--- src/rtl/mem_access_pkg.sv ---
// Shared constants and types for the CPU data-RAM access unit.
// Latency: n/a (declarations only).
// Backpressure: n/a.
package mem_access_pkg;

  // Access size encoding, identical to the RAM Mode input.
  localparam logic [1:0] MODE_BYTE  = 2'b00;
  localparam logic [1:0] MODE_DBYTE = 2'b01;
  localparam logic [1:0] MODE_WORD  = 2'b10;
  localparam logic [1:0] MODE_RSVD  = 2'b11;

  typedef enum logic [1:0] {
    IDLE   = 2'b00,
    ACCESS = 2'b01,
    RESP   = 2'b10
  } state_t;

endpackage

--- src/rtl/mem_access_unit_load_extender.sv ---
// Sign/zero extension of RAM read data to 32 bits according to access size.
// Latency: combinational.
// Backpressure: none.
// Ports: rdata (RAM data, byte/half in low bits), size (Mode encoding),
//        is_unsigned (1 = zero-extend), ext_data (extended result).
module load_extender
  import mem_access_pkg::*;
(
  input  logic [31:0] rdata,
  input  logic [1:0]  size,
  input  logic        is_unsigned,
  output logic [31:0] ext_data
);

  logic fill_b;
  logic fill_h;

  assign fill_b = ~is_unsigned & rdata[7];
  assign fill_h = ~is_unsigned & rdata[15];

  always_comb begin
    ext_data = rdata;
    case (size)
      MODE_BYTE:  ext_data = {{24{fill_b}}, rdata[7:0]};
      MODE_DBYTE: ext_data = {{16{fill_h}}, rdata[15:0]};
      default:    ext_data = rdata;
    endcase
  end

endmodule

--- src/rtl/mem_access_unit.sv ---
// CPU-side initiator for the 32-bit data RAM: one load/store at a time, single-cycle response.
// Latency accept->resp_valid: store 2, load RD_LAT+1, error 1 cycle.
// Backpressure: req_ready low whenever not IDLE; producer must hold req_valid.
//
// Ports: clk/clr (sync active-high reset); req_* request channel (valid/ready);
//        resp_valid/resp_rdata/resp_err one-cycle response; ram_* RAM port
//        (addr, mode, mem_write, sel, wdata out; rdata in).
// Config: MEM_ACCESS_ALIGN_CHECK_EN defined -> misaligned half/word are errors;
//         undefined -> low address bits are forced to alignment instead.
//         Size 2'b11 is always an error.
module mem_access_unit
  import mem_access_pkg::*;
#(
  parameter int ADDR_W = 12,
  parameter int RD_LAT = 1
) (
  input  logic              clk,
  input  logic              clr,
  input  logic              req_valid,
  output logic              req_ready,
  input  logic              req_write,
  input  logic [1:0]        req_size,
  input  logic              req_unsigned,
  input  logic [31:0]       req_addr,
  input  logic [31:0]       req_wdata,
  output logic              resp_valid,
  output logic [31:0]       resp_rdata,
  output logic              resp_err,
  output logic [ADDR_W-1:0] ram_addr,
  output logic [1:0]        ram_mode,
  output logic              ram_mem_write,
  output logic              ram_sel,
  output logic [31:0]       ram_wdata,
  input  logic [31:0]       ram_rdata
);

  localparam logic [2:0] LAST_CNT = 3'(RD_LAT - 1);

  state_t            state;
  logic [2:0]        lat_cnt;
  logic [1:0]        size_q;
  logic              uns_q;
  logic [ADDR_W-1:0] acc_addr;
  logic              req_err;
  logic [31:0]       ext_data;
  logic              unused_addr_hi;

  // Upper request address bits are deliberately dropped (address wraps).
  assign unused_addr_hi = ^req_addr[31:ADDR_W];

  assign req_ready = (state == IDLE);

  // Error check and effective address for the incoming request.
  always_comb begin
    acc_addr = req_addr[ADDR_W-1:0];
    req_err  = (req_size == MODE_RSVD);
`ifdef MEM_ACCESS_ALIGN_CHECK_EN
    if (req_size == MODE_DBYTE && req_addr[0])
      req_err = 1'b1;
    if (req_size == MODE_WORD && req_addr[1:0] != 2'b00)
      req_err = 1'b1;
`else
    if (req_size == MODE_DBYTE)
      acc_addr[0] = 1'b0;
    if (req_size == MODE_WORD)
      acc_addr[1:0] = 2'b00;
`endif
  end

  // Extension uses the latched size so the RAM can return raw low-lane data.
  load_extender u_ext (
    .rdata      (ram_rdata),
    .size       (size_q),
    .is_unsigned(uns_q),
    .ext_data   (ext_data)
  );

  always_ff @(posedge clk) begin
    if (clr) begin
      state         <= IDLE;
      lat_cnt       <= 3'd0;
      size_q        <= MODE_WORD;
      uns_q         <= 1'b0;
      resp_valid    <= 1'b0;
      resp_err      <= 1'b0;
      resp_rdata    <= 32'd0;
      ram_sel       <= 1'b0;
      ram_mem_write <= 1'b0;
      ram_addr      <= '0;
      ram_mode      <= MODE_WORD;
      ram_wdata     <= 32'd0;
    end else begin
      case (state)
        IDLE: begin
          resp_valid <= 1'b0;
          resp_err   <= 1'b0;
          resp_rdata <= 32'd0;
          lat_cnt    <= 3'd0;
          if (req_valid) begin
            if (req_err) begin
              // Bad request never touches the RAM pins.
              state      <= RESP;
              resp_valid <= 1'b1;
              resp_err   <= 1'b1;
            end else begin
              state         <= ACCESS;
              size_q        <= req_size;
              uns_q         <= req_unsigned;
              ram_addr      <= acc_addr;
              ram_mode      <= req_size;
              ram_wdata     <= req_wdata;
              ram_sel       <= 1'b1;
              ram_mem_write <= req_write;
            end
          end
        end
        ACCESS: begin
          if (ram_mem_write) begin
            // Stores occupy exactly one select cycle.
            ram_sel       <= 1'b0;
            ram_mem_write <= 1'b0;
            state         <= RESP;
            resp_valid    <= 1'b1;
          end else if (lat_cnt == LAST_CNT) begin
            // Last hold cycle: capture the extended read data.
            ram_sel    <= 1'b0;
            lat_cnt    <= 3'd0;
            state      <= RESP;
            resp_valid <= 1'b1;
            resp_rdata <= ext_data;
          end else begin
            lat_cnt <= lat_cnt + 3'd1;
          end
        end
        RESP: begin
          resp_valid <= 1'b0;
          resp_err   <= 1'b0;
          resp_rdata <= 32'd0;
          state      <= IDLE;
        end
        default: begin
          state <= IDLE;
        end
      endcase
    end
  end

endmodule
--- config.mk ---
export PLATFORM = sky130hd
export DESIGN_NAME = mem_access_unit
export DESIGN_NICKNAME = d
export VERILOG_FILES = /design/src/rtl/mem_access_pkg.sv /design/src/rtl/mem_access_unit_load_extender.sv /design/src/rtl/mem_access_unit.sv
export SDC_FILE = /design/constraint.sdc
export NUM_CORES = 1
export LEC_CHECK = 0
export ABC_AREA = 0
export BUFFER_PORTS_ARGS = -buffer_cell sky130_fd_sc_hd__buf_2
export CAP_MARGIN = 5
export CORE_UTILIZATION = 45
export DETAILED_ROUTE_END_ITERATION = 8
export GPL_TIMING_DRIVEN = 0
export HOLD_SLACK_MARGIN = 0.1
export PLACE_DENSITY = 0.9
export SYNTH_ARGS = -nofsm -noshare
export SYNTH_HDL_FRONTEND = slang
export SYNTH_SLANG_ARGS = --single-unit
--- constraint.sdc ---
create_clock -name clk -period 1.8 [get_ports clk]
set_input_delay 0.18 -clock clk [delete_from_list [all_inputs] [get_ports clk]]
set_output_delay 0.18 -clock clk [all_outputs]
set_load 0.05 [all_outputs]
==> results.cfg, run 1 <==
[floorplanning]
row_count = 32
fp.dieH_um = 90.90
die_width_um = 90.90
initial_utilization_pct = 46.26
boundaryPins = 186
core_region_area_mm2 = 0.007687
floorplan.die_area_mm2 = 0.008262

[yosys]
synthesis.instances = 455
mappedNetlistArea_mm2 = 0.003556
post_syn_nets = 564
yosysTopAreaCellShare_pct = 49.54
ys_seq_area_share_pct = 49.54
synth.top_cells.by_area = dfxtp_1 (50%), nand2_1 (14%), a21oi_1 (12%), nand3_1 (5.1%), nand2b_1 (2.6%)
ys_warn_count = 0
number_of_library_cell_types_mapped_by_synthesis = 32
synth.ff_latch_count = 88
synth.avg_cell_area_um2 = 7.815
post-synth-top-area-cell = dfxtp_1

[cts]
clk-insertion-delay-late_ns = 0.36
cts_num_sinks = 88
root_buffer = clkbuf_8
clk_pin_slew_worst_paths_ns = 0.08
cts_tree = done
clock_tree.buffer_depth = 2
cts.htree.levels = 3
tritoncts.num_buffers = 9

[sta]
report.final.hold_viol_count = 0
fmax_ghz = 0.5951
final_setup_violation_count = 0
timing.final.crit_share_pct = 93.35
rsz0062_at_grt = no
finalMaxSlewViolations = 0
final_period_minus_worst_setup_slack_ns = 1.680
setup_tns_final_ns = 0
fin_worst_skew_ns = 0.01254
max-slew-margin-rel_pct = 59.80
setup_ws_ns = 0.1197
worst_pin_slew_ns = 0.6030

[place]
placed_area_mm2 = 0.004518
hpwlAfterDp_um = 7628
finalWeightedCongestion = 0.8355
pre_cts_slack_ns = -0.1281
io_buffer_count = 164

[power]
power.ir.vdd_worst_mv = 0.5802
power_per_cell_area_mw_per_mm2 = 945.3
cellLeakagePower_uw = 0.002468

[layout]
area_growth_pct = 50.49
finish.utilization_pct = 69.61
final_nets = 796
n_antenna_cell = 0
post_route_standard_cell_area_excluding_fillers_mm2 = 0.005351
layout-drive-gt1-share_pct = 31.79

[worst_setup_path]
required_ns = 2.06
crit_fanout = 10
critPathCaptureType = flop
worst_setup_path_start_kind = flop
timing.critical_path.arrival_ns = 1.94
critical_path_class = reg2reg

[global_route]
grtUsageTotal_pct = 29.21
grt_pass1_vias = 3975
grt_start_max_net_pins = 17
grt_antenna_before_repair = 0
overflow = 0
grt_pass1_wl_um = 18950

[route]
drt-pass1-iter-count = 5
wire_per_inst_um = 15.29
postRouteWirelength_um = 12140
vias = 4165
number_of_vias_per_cell_after_detailed_routing = 5.246
detail_route.iter0.violations = 248
drt_drc_violations_left = 0
antenna_violating_nets_post_route = 0

[run_status]
status = completed

[worst_hold_path]
hold_class = in2reg

[flow_run]
cap_viol_max_count = 0
-- cells by family after synthesis --
kind of cell | after synthesis | share of synthesized area [%]
buffers and inverters | 40 | 5.841
AOI/OAI and AO/OA | 109 | 16.36
DFF | 88 | 49.54
and+or+nand+nor | 211 | 25.83
adders and majority gates | 6 | 2.111
muxes | 1 | 0.3167
-- final cells by class --
type	count	area (um^2)
Tap cell	102	127.6
Clock inverter	6	75.07
Multi-Input combinational cell	327	1628
Fill cell	590	2336
Inverter	6	22.52
Clock buffer	10	137.6
Sequential cell	88	1765
Buffer	33	206.4
Timing Repair Buffer	222	1389
-- flip-flops by register name, indices dropped and copies added, names as in the netlist --
| signal | flops |
|---|---|
| uns_q | 1 |
| size_q | 2 |
| ram_wdata | 32 |
| resp_err | 1 |
| ram_addr | 12 |
| lat_cnt | 3 |
| ram_mem_write | 1 |
| ram_sel | 1 |
| resp_rdata | 32 |
| resp_valid | 1 |
| state | 2 |
-- cell usage in the layout, fill, tap and decap left out, types with 8 or more instances in the layout --
cell,netlist,layout
buf_2,13,172
nand2_1,135,135
a21oi_1,87,86
dfxtp_1,88,85
dlygate4sd3_1,0,53
nand3_1,36,36
nand2b_1,15,15
buf_4,3,11
clkbuf_1,14,11
nor2_1,12,11
clkbuf_8,0,10
o21ai_0,8,8
-- metrics by stage --
stage          hold slack [ns]  total power (uW)  cells
2_1_floorplan           0.3085              3151    455
3_3_place_gp            0.4199              3468    721
3_5_place_dp            0.4261              3502    721
4_1_cts                 0.1026              5038    793
5_1_grt                 0.1057              5278    794
6_report                0.1170              5058    794
-- report_power, final --
| part | total (uW) | internal [uW] | switching [uW] |
|---|---|---|---|
| registers | 2170 | 2090 | 84.6 |
| clock network | 1440 | 699 | 741 |
| logic | 1440 | 469 | 975 |
| total | 5060 | 3260 | 1800 |
-- critical path, stage by stage, from the launching register on --
cell and delay [ns]:
dfxtp_2 0.35, inv_1 0.12, ha_4 0.22, nand2_1 0.14, a21oi_2 0.17, buf_4 0.20
buf_6 0.16, nand2_1 0.07, a21oi_1 0.18
-- final timing paths --
path | startpoint | end | slack, ns | cells past startpoint
setup reg to reg | state[0] | ram_wdata[15] | 0.12 | 8
hold / removal | ram_rdata[7] | resp_rdata[7] | 0.12 | 3
setup / recovery | state[0] | ram_wdata[15] | 0.12 | 8
hold reg to reg | resp_rdata[25] | resp_rdata[25] | 0.46 | 2
-- timing repair --
action	in CTS	in global routing
endpoints found under the hold margin	53	0
gates resized for setup	10	12
setup endpoints to repair	65	77
buffers inserted	3	2
hold buffers	53	0
pin swaps	1	0
-- layer usage --
layer / global-route usage [%] / vias to the layer above / part of all wire, %
met5: 0 / - / 0
met4: 14.42 / 0 / 3.0
met3: 6.650 / 33 / 9.2
met2: 50.44 / 232 / 49
met1: 33.91 / 1929 / 39
li1: - / 1971 / -
-- synthesized netlist by cell type (all sizes together) --
cell and instances:
mux2 1, o21ai 10, a21o 2, inv 6, a22o 1, a211oi 1, o21bai 1, or2b 4
o211ai 1, ha 6, nor3 3, dfxtp 88, clkbuf 14, or4 1, nor2b 2, a21oi 88
buf 20, nand2b 15, nor2 13, nand3 36, o221ai 1, or4b 1, a311oi 1, nand2 135
a22oi 3, nand4 1
Note: power is estimated with default switching activity, not from simulation.
==> inputs of run 2 (changes only) <==
Settings changed: CELL_PAD_IN_SITES_DETAIL_PLACEMENT from default to 0, CELL_PAD_IN_SITES_GLOBAL_PLACEMENT from default to 1, CORE_UTILIZATION 45 to 31.
==> results.cfg, run 2 (synthesized netlist as in run 1, its figures left out) <==
[sta]
final_period_minus_worst_setup_slack_ns = 1.706
hold_ws_ns = 0.1139
rsz0062_at_grt = yes
timing.final.crit_share_pct = 94.76
finalMaxSlewViolations = 0
fin_worst_skew_ns = 0.006606
report.final.hold_viol_count = 0
final_setup_violation_count = 0
fmax_ghz = 0.5863
setup_tns_final_ns = 0
max-slew-margin-rel_pct = 57.86
worst_pin_slew_ns = 0.6321

[worst_setup_path]
critPathCaptureType = flop
timing.critical_path.arrival_ns = 1.96
worst_r2r_endpoint = resp_rdata[29]
rr_startpoint = lat_cnt[0]
reg2reg_depth = 7
crit_fanout = 10
ff2ff_setup_slack_ns = 0.09
worst_setup_path_start_kind = flop
critical_path_class = reg2reg
required_ns = 2.06

[global_route]
met1_demand_to_capacity_share_in_global_routing_pct = 22.01
grt_most_used_layer = met2
grt_start_max_net_pins = 16
grt_pass1_wl_um = 17720
grtUsageTotal_pct = 19.37
grt_pass1_vias = 3819
grt_antenna_before_repair = 0
grt.met3_usage_pct = 6.157
overflow = 0
grt.met2_usage_pct = 33.06

[route]
number_of_vias_per_cell_after_detailed_routing = 4.771
drt-pass1-iter-count = 4
postRouteWirelength_um = 11410
detail_route.iter0.violations = 243
antenna_violating_nets_post_route = 0
wire_per_inst_um = 13.81
vias = 3941
drt_drc_violations_left = 0

[layout]
n_antenna_cell = 0
largest_registers = ram_wdata (32), resp_rdata (32), ram_addr (12)
layout_commonest_cell = buf_2
final_nets = 790
layout-drive-gt1-share_pct = 31.92
final_cell_mix = buf_2 (173), nand2_1 (134), a21oi_1 (86)
finish.utilization_pct = 49.29
area_growth_pct = 52.89

[worst_hold_path]
hold_class = in2reg
holdCritStartpoint = ram_rdata[0]
hold_path_depth = 3
timing.hold.worst_endpoint = resp_rdata[0]

[floorplanning]
floorplan.die_area_mm2 = 0.01190
initial_utilization_pct = 32.24
boundaryPins = 186
core_region_area_mm2 = 0.01103
row_count = 38
die_width_um = 109.1
fp.dieH_um = 109.1

[cts]
root_buffer = clkbuf_16
clock_tree.buffer_depth = 2
cts_tree = done
tritoncts.num_buffers = 9
clk_pin_slew_worst_paths_ns = 0.06
clk-insertion-delay-late_ns = 0.34
cts.htree.levels = 3
cts_num_sinks = 88

[place]
io_buffer_count = 164
finalWeightedCongestion = 0.8441
hpwlAfterDp_um = 8058

[power]
totalPowerFinal_uw = 5581
cellLeakagePower_uw = 0.002493
power_per_cell_area_mw_per_mm2 = 1027
power.ir.vdd_worst_mv = 0.6391

[run_status]
status = completed

[flow_run]
cap_viol_max_count = 0
run 2: cell count changes in the layout (fill, tap and decap cells not counted), moves of 2 or more:
cell           delta
dlygate4sd3_1     -5
clkbuf_16         +9
clkbuf_8         -10
buf_4             -3
clkinv_2          +2
buf_6             +2
run 2: worst max-delay path by stage:
stage	end	start	cells past startpoint	slack [ns]
2_1_floorplan	ram_addr[10]	state[0]	9	0.07
3_3_place_gp	size_q[0]	state[0]	9	-0.11
3_5_place_dp	size_q[0]	state[0]	9	-0.15
4_1_cts	resp_rdata[26]	state[1]	8	0.006
5_1_grt	resp_rdata[17]	lat_cnt[0]	7	-0.04
6_report	resp_rdata[29]	lat_cnt[0]	7	0.09
run 2: layer usage:
layer,vias to the layer above,part of all wire [%],wire length (um)
met1,1781,42,4803
met2,173,48,5437
li1,1962,-,-
met4,0,2.4,270
met3,25,7.8,894
met5,-,0,0
run 2: cell type report:
cell class	instances	area, um^2
clock inverter	7	95.09
inverter	6	22.52
tap	140	175.2
buffer	33	211.5
clock buffer	9	225.2
fill	1057	5594
timing repair buffer	216	1331
sequential	88	1765
multi-input combinational	327	1610
run 2: worst max-delay path, cell delays in order (launching register included):
cell,delay (ns)
dfxtp_1,0.38
inv_1,0.06
ha_1,0.22
nor2b_2,0.20
a21oi_2,0.26
buf_2,0.28
nand2_1,0.08
a21oi_1,0.15
run 2: where the power goes:
part	internal [uW]	total, uW	switching (uW)	leakage (uW)
logic	462	1420	956	0.00162
registers	2090	2170	80.3	0.000720
clock network	1220	1990	772	0.000156
total	3770	5580	1810	0.00249
run 2: stage by stage:
stage               std cells  setup slack (ns)  instance area, um^2
floorplan                 455           0.06875                 3570
global placement          759           -0.1113                 4566
detailed placement        759           -0.1487                 4566
CTS                       826          0.005579                 5408
global route              826          -0.03670                 5436
finish                    826           0.09438                 5436
run 2: what timing repair did:
| item | in CTS | in global routing |
|---|---|---|
| setup endpoints to repair | 64 | 82 |
| endpoints found under the hold margin | 48 | 0 |
| pin swaps | 1 | 0 |
| hold buffers | 48 | 0 |
| gates resized for setup | 9 | 12 |
| setup buffers | 3 | 1 |
